<file path="config.mk">
export PLATFORM = sky130hd
export DESIGN_NAME = video_plane_writer_flat
export DESIGN_NICKNAME = d
export VERILOG_FILES = /design/src/rtl/video_plane_writer_if.sv /design/src/rtl/video_plane_writer.sv /design/src/flat_wrapper.sv
export SDC_FILE = /design/constraint.sdc
export NUM_CORES = 1
export LEC_CHECK = 0
export BUFFER_PORTS_ARGS = -buffer_cell sky130_fd_sc_hd__clkbuf_2
export CAP_MARGIN = 0
export CELL_PAD_IN_SITES_DETAIL_PLACEMENT = 1
export CELL_PAD_IN_SITES_GLOBAL_PLACEMENT = 2
export CORE_ASPECT_RATIO = 1.25
export CORE_UTILIZATION = 34
export CTS_CLUSTER_DIAMETER = 40
export DETAILED_ROUTE_END_ITERATION = 10
export GPL_TIMING_DRIVEN = 0
export PLACE_DENSITY_LB_ADDON = 0.1
export SETUP_SLACK_MARGIN = 0.05
export SYNTH_ARGS = -nofsm -noshare
export SYNTH_HDL_FRONTEND = slang
export SYNTH_SLANG_ARGS = --single-unit
</file>
<file path="constraint.sdc">
create_clock -name i_clock -period 2.1 [get_ports i_clock]
set_clock_uncertainty 0.05 [all_clocks]
set_input_delay 0.63 -clock i_clock [delete_from_list [all_inputs] [get_ports i_clock]]
set_output_delay 0.63 -clock i_clock [all_outputs]
set_load 0.005 [all_outputs]
</file>
<file path="src/rtl/video_plane_writer_if.sv">
// video_plane_writer_if: pixel-in, RAM-write-out and frame-control bundle for the plane writer.
// Ports: start/busy/done (frame control), pvalid/pready/pix (pixel stream),
//        wvalid/wready/wbank/waddr/wdata (plane-byte writes to video RAM).
interface video_plane_writer_if #(
  parameter int ADDR_W = 13
);
  // frame control
  logic              start;
  logic              busy;
  logic              done;
  // pixel stream, pix = {red, green, blue, greenx}
  logic              pvalid;
  logic              pready;
  logic [3:0]        pix;
  // RAM write port
  logic              wvalid;
  logic              wready;
  logic [1:0]        wbank;
  logic [ADDR_W-1:0] waddr;
  logic [7:0]        wdata;

  // Controller / pixel source / RAM side.
  modport master (
    output start, pvalid, pix, wready,
    input  busy, done, pready, wvalid, wbank, waddr, wdata
  );

  // Plane writer side.
  modport slave (
    input  start, pvalid, pix, wready,
    output busy, done, pready, wvalid, wbank, waddr, wdata
  );
endinterface

</file>
<file path="src/rtl/video_plane_writer.sv">
// video_plane_writer: packs 4-bit pixels into blue/red/greenx/green plane bytes and writes them to video RAM.
// Ports: i_clock, i_reset_n (synchronous, active low), bus (slave modport of video_plane_writer_if).
// Latency: 8 pixel accepts, then 4 write beats (bank 0..3) per byte; collect and write never overlap.
// Backpressure: pready only in COLLECT; wbank/waddr/wdata held while wready is low.
module video_plane_writer #(
  parameter int LINE_BYTES = 32,
  parameter int LINES      = 248,
  parameter int ADDR_W     = 13
) (
  input  logic                 i_clock,
  input  logic                 i_reset_n,
  video_plane_writer_if.slave  bus
);

  localparam logic [ADDR_W-1:0] LAST_ADDR = ADDR_W'(LINE_BYTES * LINES - 1);

  typedef enum logic [1:0] {
    S_IDLE    = 2'd0,
    S_COLLECT = 2'd1,
    S_WRITE   = 2'd2
  } state_t;

  state_t            r_state;
  logic [2:0]        r_pix_cnt;
  logic [1:0]        r_beat;
  logic [ADDR_W-1:0] r_addr;
  logic [7:0]        r_red;
  logic [7:0]        r_green;
  logic [7:0]        r_blue;
  logic [7:0]        r_greenx;
  logic              r_pready;
  logic              r_wvalid;
  logic [7:0]        r_wdata;
  logic              r_busy;
  logic              r_done;

  logic [1:0]        w_next_beat;
  logic [7:0]        w_next_plane;

  // Plane byte for the beat that follows the current one (bank order 0 blue, 1 red, 2 greenx, 3 green).
  always_comb begin
    w_next_beat  = r_beat + 2'd1;
    w_next_plane = 8'h00;
    case (w_next_beat)
      2'd0: w_next_plane = r_blue;
      2'd1: w_next_plane = r_red;
      2'd2: w_next_plane = r_greenx;
      2'd3: w_next_plane = r_green;
      default: w_next_plane = 8'h00;
    endcase
  end

  always_ff @(posedge i_clock) begin
    if (!i_reset_n) begin
      r_state   <= S_IDLE;
      r_pix_cnt <= '0;
      r_beat    <= '0;
      r_addr    <= '0;
      r_red     <= '0;
      r_green   <= '0;
      r_blue    <= '0;
      r_greenx  <= '0;
      r_pready  <= 1'b0;
      r_wvalid  <= 1'b0;
      r_wdata   <= '0;
      r_busy    <= 1'b0;
      r_done    <= 1'b0;
    end else begin
      r_done <= 1'b0;
      case (r_state)
        S_IDLE: begin
          // The done cycle is already IDLE, but a start landing on it is dropped.
          if (bus.start && !r_done) begin
            r_state   <= S_COLLECT;
            r_addr    <= '0;
            r_pix_cnt <= '0;
            r_pready  <= 1'b1;
            r_busy    <= 1'b1;
          end
        end
        S_COLLECT: begin
          if (bus.pvalid) begin
            // First pixel enters at bit 0 and ends up in bit 7 after 8 shifts.
            r_red     <= {r_red[6:0],    bus.pix[3]};
            r_green   <= {r_green[6:0],  bus.pix[2]};
            r_blue    <= {r_blue[6:0],   bus.pix[1]};
            r_greenx  <= {r_greenx[6:0], bus.pix[0]};
            r_pix_cnt <= r_pix_cnt + 3'd1;
            if (r_pix_cnt == 3'd7) begin
              r_state  <= S_WRITE;
              r_beat   <= 2'd0;
              r_pready <= 1'b0;
              r_wvalid <= 1'b1;
              // Beat 0 is blue, including the pixel being accepted right now.
              r_wdata  <= {r_blue[6:0], bus.pix[1]};
            end
          end
        end
        S_WRITE: begin
          if (bus.wready) begin
            if (r_beat == 2'd3) begin
              r_wvalid <= 1'b0;
              r_beat   <= 2'd0;
              if (r_addr == LAST_ADDR) begin
                r_addr  <= '0;
                r_done  <= 1'b1;
                r_busy  <= 1'b0;
                r_state <= S_IDLE;
              end else begin
                r_addr   <= r_addr + ADDR_W'(1);
                r_pready <= 1'b1;
                r_state  <= S_COLLECT;
              end
            end else begin
              r_beat  <= w_next_beat;
              r_wdata <= w_next_plane;
            end
          end
        end
        default: r_state <= S_IDLE;
      endcase
    end
  end

  assign bus.pready = r_pready;
  assign bus.wvalid = r_wvalid;
  assign bus.wbank  = r_beat;
  assign bus.waddr  = r_addr;
  assign bus.wdata  = r_wdata;
  assign bus.busy   = r_busy;
  assign bus.done   = r_done;

endmodule

</file>
<file path="src/flat_wrapper.sv">
// flat-port wrapper written by rule: the top's interface ports become plain ports
module video_plane_writer_flat 
#(
  parameter int LINE_BYTES = 32,
  parameter int LINES      = 248,
  parameter int ADDR_W     = 13
)
  (i_clock, i_reset_n, bus_start, bus_pvalid, bus_pix, bus_wready, bus_busy, bus_done, bus_pready, bus_wvalid, bus_wbank, bus_waddr, bus_wdata);
  video_plane_writer_if #(.ADDR_W(ADDR_W)) bus_i ();
  input  logic i_clock;
  input  logic i_reset_n;
  input wire logic [$bits(bus_i.start)-1:0] bus_start;
  input wire logic [$bits(bus_i.pvalid)-1:0] bus_pvalid;
  input wire logic [$bits(bus_i.pix)-1:0] bus_pix;
  input wire logic [$bits(bus_i.wready)-1:0] bus_wready;
  output wire logic [$bits(bus_i.busy)-1:0] bus_busy;
  output wire logic [$bits(bus_i.done)-1:0] bus_done;
  output wire logic [$bits(bus_i.pready)-1:0] bus_pready;
  output wire logic [$bits(bus_i.wvalid)-1:0] bus_wvalid;
  output wire logic [$bits(bus_i.wbank)-1:0] bus_wbank;
  output wire logic [$bits(bus_i.waddr)-1:0] bus_waddr;
  output wire logic [$bits(bus_i.wdata)-1:0] bus_wdata;
  assign bus_i.start = bus_start;
  assign bus_i.pvalid = bus_pvalid;
  assign bus_i.pix = bus_pix;
  assign bus_i.wready = bus_wready;
  assign bus_busy = bus_i.busy;
  assign bus_done = bus_i.done;
  assign bus_pready = bus_i.pready;
  assign bus_wvalid = bus_i.wvalid;
  assign bus_wbank = bus_i.wbank;
  assign bus_waddr = bus_i.waddr;
  assign bus_wdata = bus_i.wdata;
  video_plane_writer #(.LINE_BYTES(LINE_BYTES), .LINES(LINES), .ADDR_W(ADDR_W)) u_core (.i_clock(i_clock), .i_reset_n(i_reset_n), .bus(bus_i));
endmodule
</file>
==> results of run 1 <==
-- power breakdown --
group / total [mW] / switching [mW] / internal [mW]
registers: 1.22 / 0.00926 / 1.21
logic: 0.138 / 0.0852 / 0.0531
clock network: 0.920 / 0.441 / 0.479
total: 2.28 / 0.536 / 1.74
-- cell type report --
type	count	share of cell area, %
Buffer	20	2.703
Inverter	3	0.3426
Clock buffer	13	4.834
Timing Repair Buffer	39	6.243
Multi-Input combinational cell	230	43.66
Tap cell	95	3.616
Clock inverter	1	0.1523
Sequential cell	63	38.45
-- kinds of logic (layout without fill, tap and decap cells) --
kind of cell / count (synthesis) / count (layout) / share of synthesized area, %
flops: 63 / 63 / 45.51
xor+xnor: 7 / 7 / 2.212
buf+inv: 24 / 76 / 3.476
fa+ha+maj: 7 / 7 / 3.160
compound gates: 93 / 93 / 24.74
simple gates: 123 / 123 / 20.90
-- registers in the layout (all words and copies together), names as in the netlist, 2 cells and up --
name	cells
u_core.bus.waddr	13
u_core.bus.wdata	8
u_core.r_green	8
u_core.r_greenx	8
u_core.r_red	8
u_core.r_blue	7
u_core.r_pix_cnt	3
u_core.bus.wbank	2
u_core.r_state	2
-- per-stage QoR --
stage	cell area [um^2]	worst slack (ns)	total power, mW	TNS [ns]
2_1_floorplan	2771	0.1532	1.326	0
3_5_place_dp	3065	-0.3542	1.378	-5.021
6_report	3287	0.1607	2.276	0
3_3_place_gp	3065	-0.3400	1.375	-4.831
4_1_cts	3269	0.06207	2.316	0
5_1_grt	3287	0.05441	2.379	0
-- worst paths after layout --
| kind | from | endpoint | slack [ns] | cells after the start |
|---|---|---|---|---|
| setup / recovery | u_core.bus.wbank[1] | u_core.bus.wdata[1] | 0.16 | 6 |
| hold / removal | u_core.r_red[7] | u_core.r_red[7] | 0.42 | 2 |
| setup reg to reg | u_core.bus.wbank[1] | u_core.bus.wdata[1] | 0.16 | 6 |
| hold reg to reg | u_core.r_red[7] | u_core.r_red[7] | 0.42 | 2 |
-- cell usage after synthesis (3+ instances only) --
master / instances
sky130_fd_sc_hd__o211ai_1: 9
sky130_fd_sc_hd__and3_1: 3
sky130_fd_sc_hd__buf_1: 3
sky130_fd_sc_hd__a222oi_1: 6
sky130_fd_sc_hd__or3_1: 3
sky130_fd_sc_hd__a21boi_0: 34
sky130_fd_sc_hd__o211a_1: 7
sky130_fd_sc_hd__and4_1: 3
sky130_fd_sc_hd__o21ai_0: 8
sky130_fd_sc_hd__inv_1: 3
sky130_fd_sc_hd__xor2_1: 7
sky130_fd_sc_hd__a22oi_1: 5
sky130_fd_sc_hd__ha_1: 7
sky130_fd_sc_hd__nor2_1: 13
sky130_fd_sc_hd__nand2_1: 78
sky130_fd_sc_hd__nor2b_1: 5
sky130_fd_sc_hd__a21oi_1: 12
sky130_fd_sc_hd__nand2b_1: 3
sky130_fd_sc_hd__dfxtp_1: 63
sky130_fd_sc_hd__clkbuf_1: 15
-- timing repair --
item / CTS / global route
resized for setup: 7 / 7
pin swaps: 1 / 2
hold buffers: 0 / 0
buffers inserted: 3 / 1
endpoints found under the setup margin: 22 / 25
-- metal layers --
metal | GRT usage, % | vias up | share of wire (%)
met3 | 3.894 | 18 | 3.2
met4 | 12.47 | 0 | 3.3
met2 | 34.62 | 41 | 52
met1 | 19.60 | 1191 | 42
li1 | - | 1218 | -
met5 | 0 | - | 0
-- cell usage in the layout (no fill, tap or decap), types with 2 or more instances in the layout --
master / count
sky130_fd_sc_hd__or4_1: 2
sky130_fd_sc_hd__xor2_1: 7
sky130_fd_sc_hd__clkbuf_8: 11
sky130_fd_sc_hd__a21oi_1: 12
sky130_fd_sc_hd__and2_1: 2
sky130_fd_sc_hd__nand3b_1: 2
sky130_fd_sc_hd__buf_2: 2
sky130_fd_sc_hd__a22oi_1: 4
sky130_fd_sc_hd__o2111ai_1: 2
sky130_fd_sc_hd__clkbuf_2: 38
sky130_fd_sc_hd__o21a_1: 2
sky130_fd_sc_hd__and3b_1: 2
sky130_fd_sc_hd__buf_1: 2
sky130_fd_sc_hd__inv_1: 3
sky130_fd_sc_hd__buf_4: 6
sky130_fd_sc_hd__nand3_1: 2
sky130_fd_sc_hd__ha_1: 6
sky130_fd_sc_hd__a211oi_1: 2
sky130_fd_sc_hd__dfxtp_2: 2
sky130_fd_sc_hd__clkbuf_1: 13
sky130_fd_sc_hd__a222oi_1: 6
sky130_fd_sc_hd__nor2b_1: 5
sky130_fd_sc_hd__and3_1: 3
sky130_fd_sc_hd__nand2_1: 78
sky130_fd_sc_hd__a21boi_0: 34
sky130_fd_sc_hd__o211a_1: 7
sky130_fd_sc_hd__o211ai_1: 9
sky130_fd_sc_hd__nand2b_1: 3
sky130_fd_sc_hd__or3_1: 3
sky130_fd_sc_hd__nor2_1: 13
sky130_fd_sc_hd__dfxtp_1: 61
sky130_fd_sc_hd__and4_1: 3
sky130_fd_sc_hd__o21ai_0: 8
sky130_fd_sc_hd__o31ai_1: 2
-- critical path, stage by stage, from the launching register on --
cell                       delay, ns
sky130_fd_sc_hd__dfxtp_2        0.39
sky130_fd_sc_hd__inv_1          0.08
sky130_fd_sc_hd__ha_1           0.17
sky130_fd_sc_hd__buf_1          0.21
sky130_fd_sc_hd__a222oi_1       0.62
sky130_fd_sc_hd__o211ai_1       0.17
sky130_fd_sc_hd__o211a_1        0.15
==> impl_summary.log, run 1 <==
[metrics] placeable core area: 0.007838 mm^2
[metrics] startpoint type of the worst setup path: register
[metrics] Crit path required time: 2.29 ns
[metrics] Port-buffer cells: 35
[metrics] total area of sequential cells: 0.001264 mm^2
[metrics] die area: 0.008518 mm^2
[metrics] average via count per standard cell: 5.319
[metrics] CTS HTree Levels: 3
[metrics] post-synthesis sequential area ratio: 45.51%
[metrics] non-filler cells, final: 464
[metrics] placed cell count: 447
[metrics] crit-path max FO: 8
[metrics] worst skew pair latency: 0.34 ns
[metrics] area added between synthesis and finish: 18.60%
[metrics] Cell variety after synth: 40
[metrics] antenna diode count: 0
[metrics] post-synthesis net count: 333
[metrics] CTS Sinks: 63
[metrics] Detail Placement HPWL: 5616 um
[metrics] Fmax: 0.5156 GHz
[metrics] netlist area before placement: 0.002771 mm^2
[metrics] drt initial violations: 85
[metrics] routed wire length: 7434 um
[metrics] residual DRC count: 0
[metrics] maximum VDD drop: 0.0002969 V
[metrics] number of synthesized register bits: 63
[metrics] filler cell count in the final layout: 941
[metrics] initial antenna violation count: 0
[metrics] fraction of the cycle the final worst path needs: 92.35%
[metrics] number of placed I/O pins: 36
[metrics] routed wirelength normalized by instance count: 16.02 um
[metrics] last weighted congestion value of the routability-driven placer: 0.7124
[metrics] share of post-route cells with drive strength above 1: 17.89%
[metrics] CTS buffer count: 9
[metrics] largest net degree at the start of global routing: 11
[metrics] number of warnings reported in the yosys synthesis log: 0
[metrics] most frequently used flop master after synthesis: sky130_fd_sc_hd__dfxtp_1
[metrics] first-pass GRT wire length: 11850 um
[metrics] number of enable flip-flop cells after synthesis: 0
[metrics] core occupancy in the finished layout: 41.94%
[metrics] fraction of post-synthesis cell area in the top cell type by area: 45.51%
[metrics] number of core rows: 36
[metrics] crit path kind: register to register
[metrics] tightest slew margin relative to the limit: 60.19%
[metrics] Clk pin slew, worst setup/hold paths: 0.06 ns
[metrics] number of nets in the layout: 382
[metrics] GRT Total Usage: 19.16%
[metrics] Setup violations, final: 0
[metrics] final critical path time including I/O delays and setup: 1.939 ns
[metrics] TritonCTS clock tree: built
[metrics] power density of the placed cells: 692.6 mW/mm^2
[metrics] number of antenna-violating nets in the routed design: 0
[metrics] initial core utilization: 35.36%
[metrics] Die H: 102.9 um
[metrics] width of the die: 82.75 um
[metrics] Avg Inst Size Synth: 8.743 um^2
[metrics] grt total ovfl: 0
[metrics] final-report max-slew violation count: 0
[metrics] critical path arrival: 2.13 ns
[metrics] Root Driver: sky130_fd_sc_hd__clkbuf_8
[metrics] number of failing hold endpoints at the final stage: 0
[metrics] main area contributors after synthesis: sky130_fd_sc_hd__dfxtp_1 46%, sky130_fd_sc_hd__nand2_1 11%, sky130_fd_sc_hd__a21boi_0 9.2%
[metrics] P_leak: 1.279 nW
[metrics] Post-Syn Instances: 317
[metrics] post-synth top area cell: sky130_fd_sc_hd__dfxtp_1
[metrics] result of the run: finished, final reports clean
[metrics] RSZ-0062 raised after global routing: false
[metrics] count of maximum capacitance violations: 0
[metrics] smallest hold slack: 0.4194 ns
[metrics] combined area of the multi-input logic cells: 0.001435 mm^2
[metrics] router iterations before antenna repair: 4
[metrics] class of the tightest hold or removal check: register to register
[metrics] buffer levels on the longest clock path: 2
[metrics] critical path endpoint category: register
[metrics] vias post-DR: 2468
[metrics] vias in the first global route: 2460
[metrics] proportion of synthesized flip-flops having asynchronous set or reset: 0%
[metrics] transition time of the tightest slew-check pin: 0.5971 ns
No activity file was read; power rests on OpenSTA's default activity.
==> inputs of run 2 (changes only) <==
RECOVER_POWER = 25   (was unset)
==> impl_summary.log, run 2 (synthesized netlist as in run 1, its figures left out) <==
[metrics] setup slack of the critical path after layout: 0.1685 ns (+0.007801 ns)
[metrics] placed cell count: 447 (unchanged)
[metrics] crit path kind: register to register
[metrics] vias in the first global route: 2460 (unchanged)
[metrics] die area: 0.008518 mm^2 (unchanged)
[metrics] met3 track utilization from global routing: 3.894% (unchanged)
[metrics] RSZ-0062 raised after global routing: false
[metrics] filler cell count in the final layout: 951 (+1.1%)
[metrics] number of placed I/O pins: 36 (unchanged)
[metrics] Setup violations, final: 0 (unchanged)
[metrics] proportion of power drawn by the clock network: 40.4% (about the same)
[metrics] crit-path max FO: 8 (unchanged)
[metrics] Fmax: 0.5177 GHz (+0.40%)
[metrics] count of maximum capacitance violations: 0 (unchanged)
[metrics] class of the tightest hold or removal check: register to register
[metrics] CTS Sinks: 63 (unchanged)
[metrics] share of post-route cells with drive strength above 1: 13.28% (-4.6 points)
[metrics] TritonCTS clock tree: built
[metrics] result of the run: finished, final reports clean
[metrics] leading cell type in the layout, fill and taps excluded: sky130_fd_sc_hd__nand2_1
[metrics] startpoint type of the worst setup path: register
[metrics] number of antenna-violating nets in the routed design: 0 (unchanged)
[metrics] power dissipated by switching net loads: 0.5360 mW (about the same)
[metrics] Port-buffer cells: 35 (unchanged)
[metrics] number of flip-flops in the largest register: 13 (unchanged)
[metrics] Root Driver: sky130_fd_sc_hd__clkbuf_8
[metrics] Clk pin slew, worst setup/hold paths: 0.06 ns (about the same)
[metrics] antenna diode count: 0 (unchanged)
[metrics] area added between synthesis and finish: 17.83%
[metrics] internal power component: 1.739 mW (about the same)
[metrics] initial antenna violation count: 0 (unchanged)
[metrics] relative contribution of combinational cells to total power: 6.0% (about the same)
[metrics] GRT Total Usage: 19.16% (unchanged)
[metrics] number of failing hold endpoints at the final stage: 0 (unchanged)
[metrics] power density of the placed cells: 696.7 mW/mm^2 (+0.59%)
[metrics] worst skew pair latency: 0.34 ns (about the same)
[metrics] CTS buffer count: 9 (unchanged)
[metrics] buffer levels on the longest clock path: 2 (unchanged)
[metrics] aggregate negative setup slack: 0 ns (unchanged)
[metrics] grt total ovfl: 0 (unchanged)
[metrics] number of core rows: 36 (unchanged)
[metrics] number of nets in the layout: 382 (unchanged)
[metrics] average via count per standard cell: 5.315 (about the same)
[metrics] last weighted congestion value of the routability-driven placer: 0.7124 (unchanged)
[metrics] P_leak: 1.220 nW (-4.6%)
[metrics] placeable core area: 0.007838 mm^2 (unchanged)
[metrics] non-filler cells, final: 464 (unchanged)
[metrics] met2 layer usage reported by global route: 34.62% (unchanged)
[metrics] critical path endpoint category: register
[metrics] router iterations before antenna repair: 4 (unchanged)
[metrics] fraction of the cycle the final worst path needs: 91.98% (-0.37 points)
[metrics] Crit path required time: 2.29 ns (about the same)
[metrics] routed wirelength normalized by instance count: 16.08 um (+0.36%)
[metrics] initial core utilization: 35.36% (unchanged)
[metrics] CTS HTree Levels: 3 (unchanged)
[metrics] total chip power: 2.275 mW (about the same)
[metrics] maximum VDD drop: 0.0002969 V (about the same)
[metrics] met1 GRT Util: 19.60% (unchanged)
[metrics] routed wire length: 7461 um (+0.36%)
[metrics] largest net degree at the start of global routing: 11 (unchanged)
[metrics] tightest slew margin relative to the limit: 60.33% (+0.14 points)
[metrics] drt initial violations: 83 (-2.4%)
[metrics] Sw Share: 23.56% (about the same)
[metrics] width of the die: 82.75 um (unchanged)
[metrics] busiest grt layer: met2
[metrics] smallest hold slack: 0.4194 ns (unchanged)
[metrics] hold buffer count at CTS: 0 (unchanged)
[metrics] transition time of the tightest slew-check pin: 0.5950 ns (-0.002137 ns)
[metrics] final-report max-slew violation count: 0 (unchanged)
[metrics] Detail Placement HPWL: 5616 um (unchanged)
[metrics] first-pass GRT wire length: 11850 um (unchanged)
[metrics] Flop pwr share: 53.5% (about the same)
[metrics] residual DRC count: 0 (unchanged)
[metrics] vias post-DR: 2466 (-0.081%)
[metrics] critical path arrival: 2.12 ns (about the same)
[metrics] Die H: 102.9 um (unchanged)
[metrics] final critical path time including I/O delays and setup: 1.932 ns (-0.007801 ns)
[metrics] setup slack at placement: -0.3542 ns (unchanged)
[metrics] most frequent cells in the layout: 78 x sky130_fd_sc_hd__nand2_1, 61 x sky130_fd_sc_hd__dfxtp_1, 34 x sky130_fd_sc_hd__a21boi_0
[metrics] total area of sequential cells: 0.001264 mm^2 (unchanged)
[metrics] combined area of the multi-input logic cells: 0.001435 mm^2 (unchanged)
run 2: worst max-delay path, cell delays in order, from the launching register on:
cell and delay [ns]:
sky130_fd_sc_hd__dfxtp_2 0.39, sky130_fd_sc_hd__inv_1 0.08, sky130_fd_sc_hd__ha_1 0.17, sky130_fd_sc_hd__buf_1 0.21, sky130_fd_sc_hd__a222oi_1 0.62, sky130_fd_sc_hd__o211ai_1 0.16, sky130_fd_sc_hd__o211a_1 0.15
run 2: final timing paths:
| kind | from | to | slack [ns] | depth (start not counted) |
|---|---|---|---|---|
| setup / recovery | u_core.bus.wbank[1] | u_core.bus.wdata[1] | 0.17 | 6 |
| setup reg to reg | u_core.bus.wbank[1] | u_core.bus.wdata[1] | 0.17 | 6 |
| hold / removal | u_core.r_red[7] | u_core.r_red[7] | 0.42 | 2 |
| hold reg to reg | u_core.r_red[7] | u_core.r_red[7] | 0.42 | 2 |
run 2: power groups by stage:
stage	clock network, mW	registers [mW]	logic, mW
floorplan	0	1.24	0.0826
global placement	0	1.24	0.130
detailed placement	0	1.25	0.133
CTS	0.956	1.22	0.142
global route	1.01	1.22	0.153
finish	0.920	1.22	0.137
run 2: timing repair:
action | in CTS | in global routing
buffers inserted | 3 | 1
pin swaps | 1 | 2
setup endpoints to repair | 22 | 25
gates resized for setup | 7 | 7
cloned | 0 | 0
run 2: layout make-up:
class                   count  area share, %
clock buffers              13          4.866
plain buffers              20          2.720
clock inverters             1         0.1533
flip-flops and latches     63          38.70
multi-input cells         230          43.95
repair buffers             39          5.632
well taps                  95          3.640
inverters                   3         0.3448
run 2: through the flow:
stage | utilization (%) | area [um^2]
after floorplan | - | 2771
after global placement | 39.11 | 3065
after detailed placement | 39.11 | 3065
after CTS | 41.71 | 3269
after global routing | 41.67 | 3266
final | 41.67 | 3266
run 2: routing by layer:
metal  vias up  routed length, um  share of wire [%]
met5         -                  0                  0
met4         0                249                3.3
met3        18                252                3.4
met2        41               3844                 52
met1      1190               3114                 42
li1       1217                  -                  -
==> inputs of run 3 (changes only) <==
--- a/config.mk
+++ b/config.mk
@@ -7,10 +7,8 @@
 export LEC_CHECK = 0
 export BUFFER_PORTS_ARGS = -buffer_cell sky130_fd_sc_hd__clkbuf_2
-export CAP_MARGIN = 0
 export CELL_PAD_IN_SITES_DETAIL_PLACEMENT = 1
 export CELL_PAD_IN_SITES_GLOBAL_PLACEMENT = 2
 export CORE_ASPECT_RATIO = 1.25
 export CORE_UTILIZATION = 34
-export CTS_CLUSTER_DIAMETER = 40
 export DETAILED_ROUTE_END_ITERATION = 10
 export GPL_TIMING_DRIVEN = 0
==> constraint.sdc (replaced) <==
create_clock -name i_clock -period 2.1 [get_ports i_clock]
set_clock_uncertainty 0.05 [all_clocks]
set_input_delay 0.315 -clock i_clock [delete_from_list [all_inputs] [get_ports i_clock]]
set_output_delay 0.315 -clock i_clock [all_outputs]
set_load 0.005 [all_outputs]
==> impl_summary.log, run 3 (synthesized netlist as in run 1, its figures left out) <==
[metrics] CTS Sinks: 63 (unchanged)
[metrics] Placed Area: 0.003065 mm^2 (unchanged)
[metrics] delay of the slowest cell on the worst path: 0.62 ns (about the same)
[metrics] maximum VDD drop: 0.0002969 V (about the same)
[metrics] filler cell count in the final layout: 954 (+0.32%)
[metrics] reg-to-reg slack, setup: 0.17 ns (about the same)
[metrics] Die H: 102.9 um (unchanged)
[metrics] critical path arrival: 2.12 ns (about the same)
[metrics] TritonCTS clock tree: built
[metrics] combined area of the multi-input logic cells: 0.001435 mm^2 (unchanged)
[metrics] share of post-route cells with drive strength above 1: 12.47% (-0.81 points)
[metrics] vias in the first global route: 2460 (unchanged)
[metrics] vias post-DR: 2463 (-0.12%)
[metrics] crit path kind: register to register
[metrics] routed wirelength normalized by instance count: 16.08 um (about the same)
[metrics] number of failing hold endpoints at the final stage: 0 (unchanged)
[metrics] residual DRC count: 0 (unchanged)
[metrics] crit-path max FO: 8 (unchanged)
[metrics] total area of sequential cells: 0.001264 mm^2 (unchanged)
[metrics] P_leak: 1.210 nW (-0.85%)
[metrics] tightest slew margin relative to the limit: 60.36% (about the same)
[metrics] buffer levels on the longest clock path: 2 (unchanged)
[metrics] width of the die: 82.75 um (unchanged)
[metrics] worst hold path startpoint: bus_pix[2]
[metrics] placed cell count: 447 (unchanged)
[metrics] transition time of the tightest slew-check pin: 0.5945 ns (-0.0004357 ns)
[metrics] antenna diode count: 0 (unchanged)
[metrics] GRT Total Usage: 19.16% (unchanged)
[metrics] number of placed I/O pins: 36 (unchanged)
[metrics] worst skew pair latency: 0.34 ns (about the same)
[metrics] Crit path required time: 2.29 ns (about the same)
[metrics] drt initial violations: 83 (unchanged)
[metrics] aggregate negative setup slack: 0 ns (unchanged)
[metrics] RSZ-0062 raised after global routing: false
[metrics] first-pass GRT wire length: 11850 um (unchanged)
[metrics] CTS buffer count: 9 (unchanged)
[metrics] final critical path time including I/O delays and setup: 1.929 ns (-0.002630 ns)
[metrics] area of all placed cells without fillers: 0.003262 mm^2 (-0.11%)
[metrics] die area: 0.008518 mm^2 (unchanged)
[metrics] grt total ovfl: 0 (unchanged)
[metrics] class of the tightest hold or removal check: input pin to register
[metrics] Worst path slowest cell: sky130_fd_sc_hd__a222oi_1
[metrics] fraction of the cycle the final worst path needs: 91.85% (-0.13 points)
[metrics] count of maximum capacitance violations: 0 (unchanged)
[metrics] placeable core area: 0.007838 mm^2 (unchanged)
[metrics] CTS HTree Levels: 3 (unchanged)
[metrics] Port-buffer cells: 35 (unchanged)
[metrics] result of the run: finished, final reports clean
[metrics] cell chain of the critical path: inv_1 -> ha_1 -> buf_1 -> a222oi_1 -> o211ai_1 -> o211a_1
[metrics] initial core utilization: 35.36% (unchanged)
[metrics] routed wire length: 7459 um (about the same)
[metrics] most frequent cells in the layout: 78 x sky130_fd_sc_hd__nand2_1, 61 x sky130_fd_sc_hd__dfxtp_1, 34 x sky130_fd_sc_hd__a21boi_0
[metrics] Fmax: 0.5184 GHz (+0.14%)
[metrics] average via count per standard cell: 5.308 (-0.12%)
[metrics] leading cell type in the layout, fill and taps excluded: sky130_fd_sc_hd__nand2_1
[metrics] Detail Placement HPWL: 5616 um (unchanged)
[metrics] number of flip-flops in the largest register: 13 (unchanged)
[metrics] number of antenna-violating nets in the routed design: 0 (unchanged)
[metrics] worst-case reg-to-reg path depth: 6 (unchanged)
[metrics] area added between synthesis and finish: 17.70%
[metrics] startpoint type of the worst setup path: register
[metrics] Setup violations, final: 0 (unchanged)
[metrics] last weighted congestion value of the routability-driven placer: 0.7124 (unchanged)
[metrics] hold-critical path endpoint: u_core.r_green[0]
[metrics] Hold Path Stages: 3 (+1)
[metrics] critical path endpoint category: register
[metrics] router iterations before antenna repair: 4 (unchanged)
[metrics] initial antenna violation count: 0 (unchanged)
[metrics] number of core rows: 36 (unchanged)
[metrics] number of nets in the layout: 382 (unchanged)
[metrics] final-report max-slew violation count: 0 (unchanged)
[metrics] largest net degree at the start of global routing: 11 (unchanged)
[metrics] Clk pin slew, worst setup/hold paths: 0.07 ns (about the same)
[metrics] core occupancy in the finished layout: 41.62% (-0.048 points)
[metrics] FF-to-FF Start: u_core.bus.wbank[1]
[metrics] worst reg2reg path endpoint: u_core.bus.wdata[1]
[metrics] hold buffer count at CTS: 0 (unchanged)
[metrics] non-filler cells, final: 464 (unchanged)
[metrics] power density of the placed cells: 697.4 mW/mm^2 (+0.11%)
[metrics] Root Driver: sky130_fd_sc_hd__clkbuf_8
==> run 3: cell count changes in the layout (fill, tap and decap cells not counted) <==
| cell | previous run | this run |
|---|---|---|
| sky130_fd_sc_hd__buf_1 | 3 | 4 |
| sky130_fd_sc_hd__clkbuf_1 | 29 | 31 |
| sky130_fd_sc_hd__clkbuf_2 | 21 | 18 |
==> run 3: stage by stage <==
step	worst slack [ns]	power (mW)	hold WS, ns
2_1_floorplan	0.1532	1.326	0.3928
6_report	0.1711	2.275	0.1548
3_5_place_dp	-0.3032	1.378	0.4153
5_1_grt	0.05441	2.378	0.1576
3_3_place_gp	-0.2931	1.375	0.4057
4_1_cts	0.06207	2.316	0.1384
==> run 3: layer usage <==
metal / part of all wire [%] / routed length, um / vias up / track usage, %
li1: - / - / 1217 / -
met1: 42 / 3110 / 1187 / 19.60
met2: 52 / 3843 / 41 / 34.62
met3: 3.4 / 255 / 18 / 3.894
met4: 3.3 / 249 / 0 / 12.47
met5: 0 / 0 / - / 0
==> run 3: layout make-up <==
class	count	area share, %
buffer	20	2.723
clock buffer	13	4.871
clock inverter	1	0.1534
inverter	3	0.3452
multi-input combinational	230	44.00
sequential	63	38.74
tap	95	3.644
timing repair buffer	39	5.524
==> run 3: worst max-delay path, delay by kind of cell (launching register included) <==
family	cells	cell delay (ns)
AO/OA/AOI/OAI	3	0.93
buffers and inverters	2	0.29
adder cells (fa/ha/maj)	1	0.17
flip-flops	1	0.39
==> run 3: worst max-delay path by stage <==
| stage | end | start | depth (start not counted) | slack [ns] |
|---|---|---|---|---|
| after global placement | u_core.bus.waddr[5] | u_core.bus.wbank[0] | 7 | -0.29 |
| after global routing | u_core.bus.waddr[10] | u_core.r_state[1] | 6 | 0.05 |
| after detailed placement | u_core.bus.waddr[9] | u_core.bus.wbank[0] | 7 | -0.30 |
| after floorplan | u_core.bus.waddr[7] | u_core.bus.wbank[0] | 6 | 0.15 |
| after CTS | u_core.bus.waddr[7] | u_core.bus.wbank[1] | 6 | 0.06 |
| final | u_core.bus.wdata[1] | u_core.bus.wbank[1] | 6 | 0.17 |
==> run 3: timing repair <==
| action | in CTS | in global routing |
|---|---|---|
| buffers inserted | 3 | 1 |
| pin swaps | 1 | 2 |
| gates cloned | 0 | 0 |
| resized for setup | 7 | 7 |
| endpoints found under the hold margin | 0 | 0 |
| setup endpoints to repair | 22 | 25 |
==> run 3: where the power goes <==
part	internal, mW	switching, mW	total, mW	leakage (nW)
clock	0.479	0.441	0.920	0.0854
sequential	1.21	0.00925	1.22	0.510
combinational	0.0518	0.0853	0.137	0.615
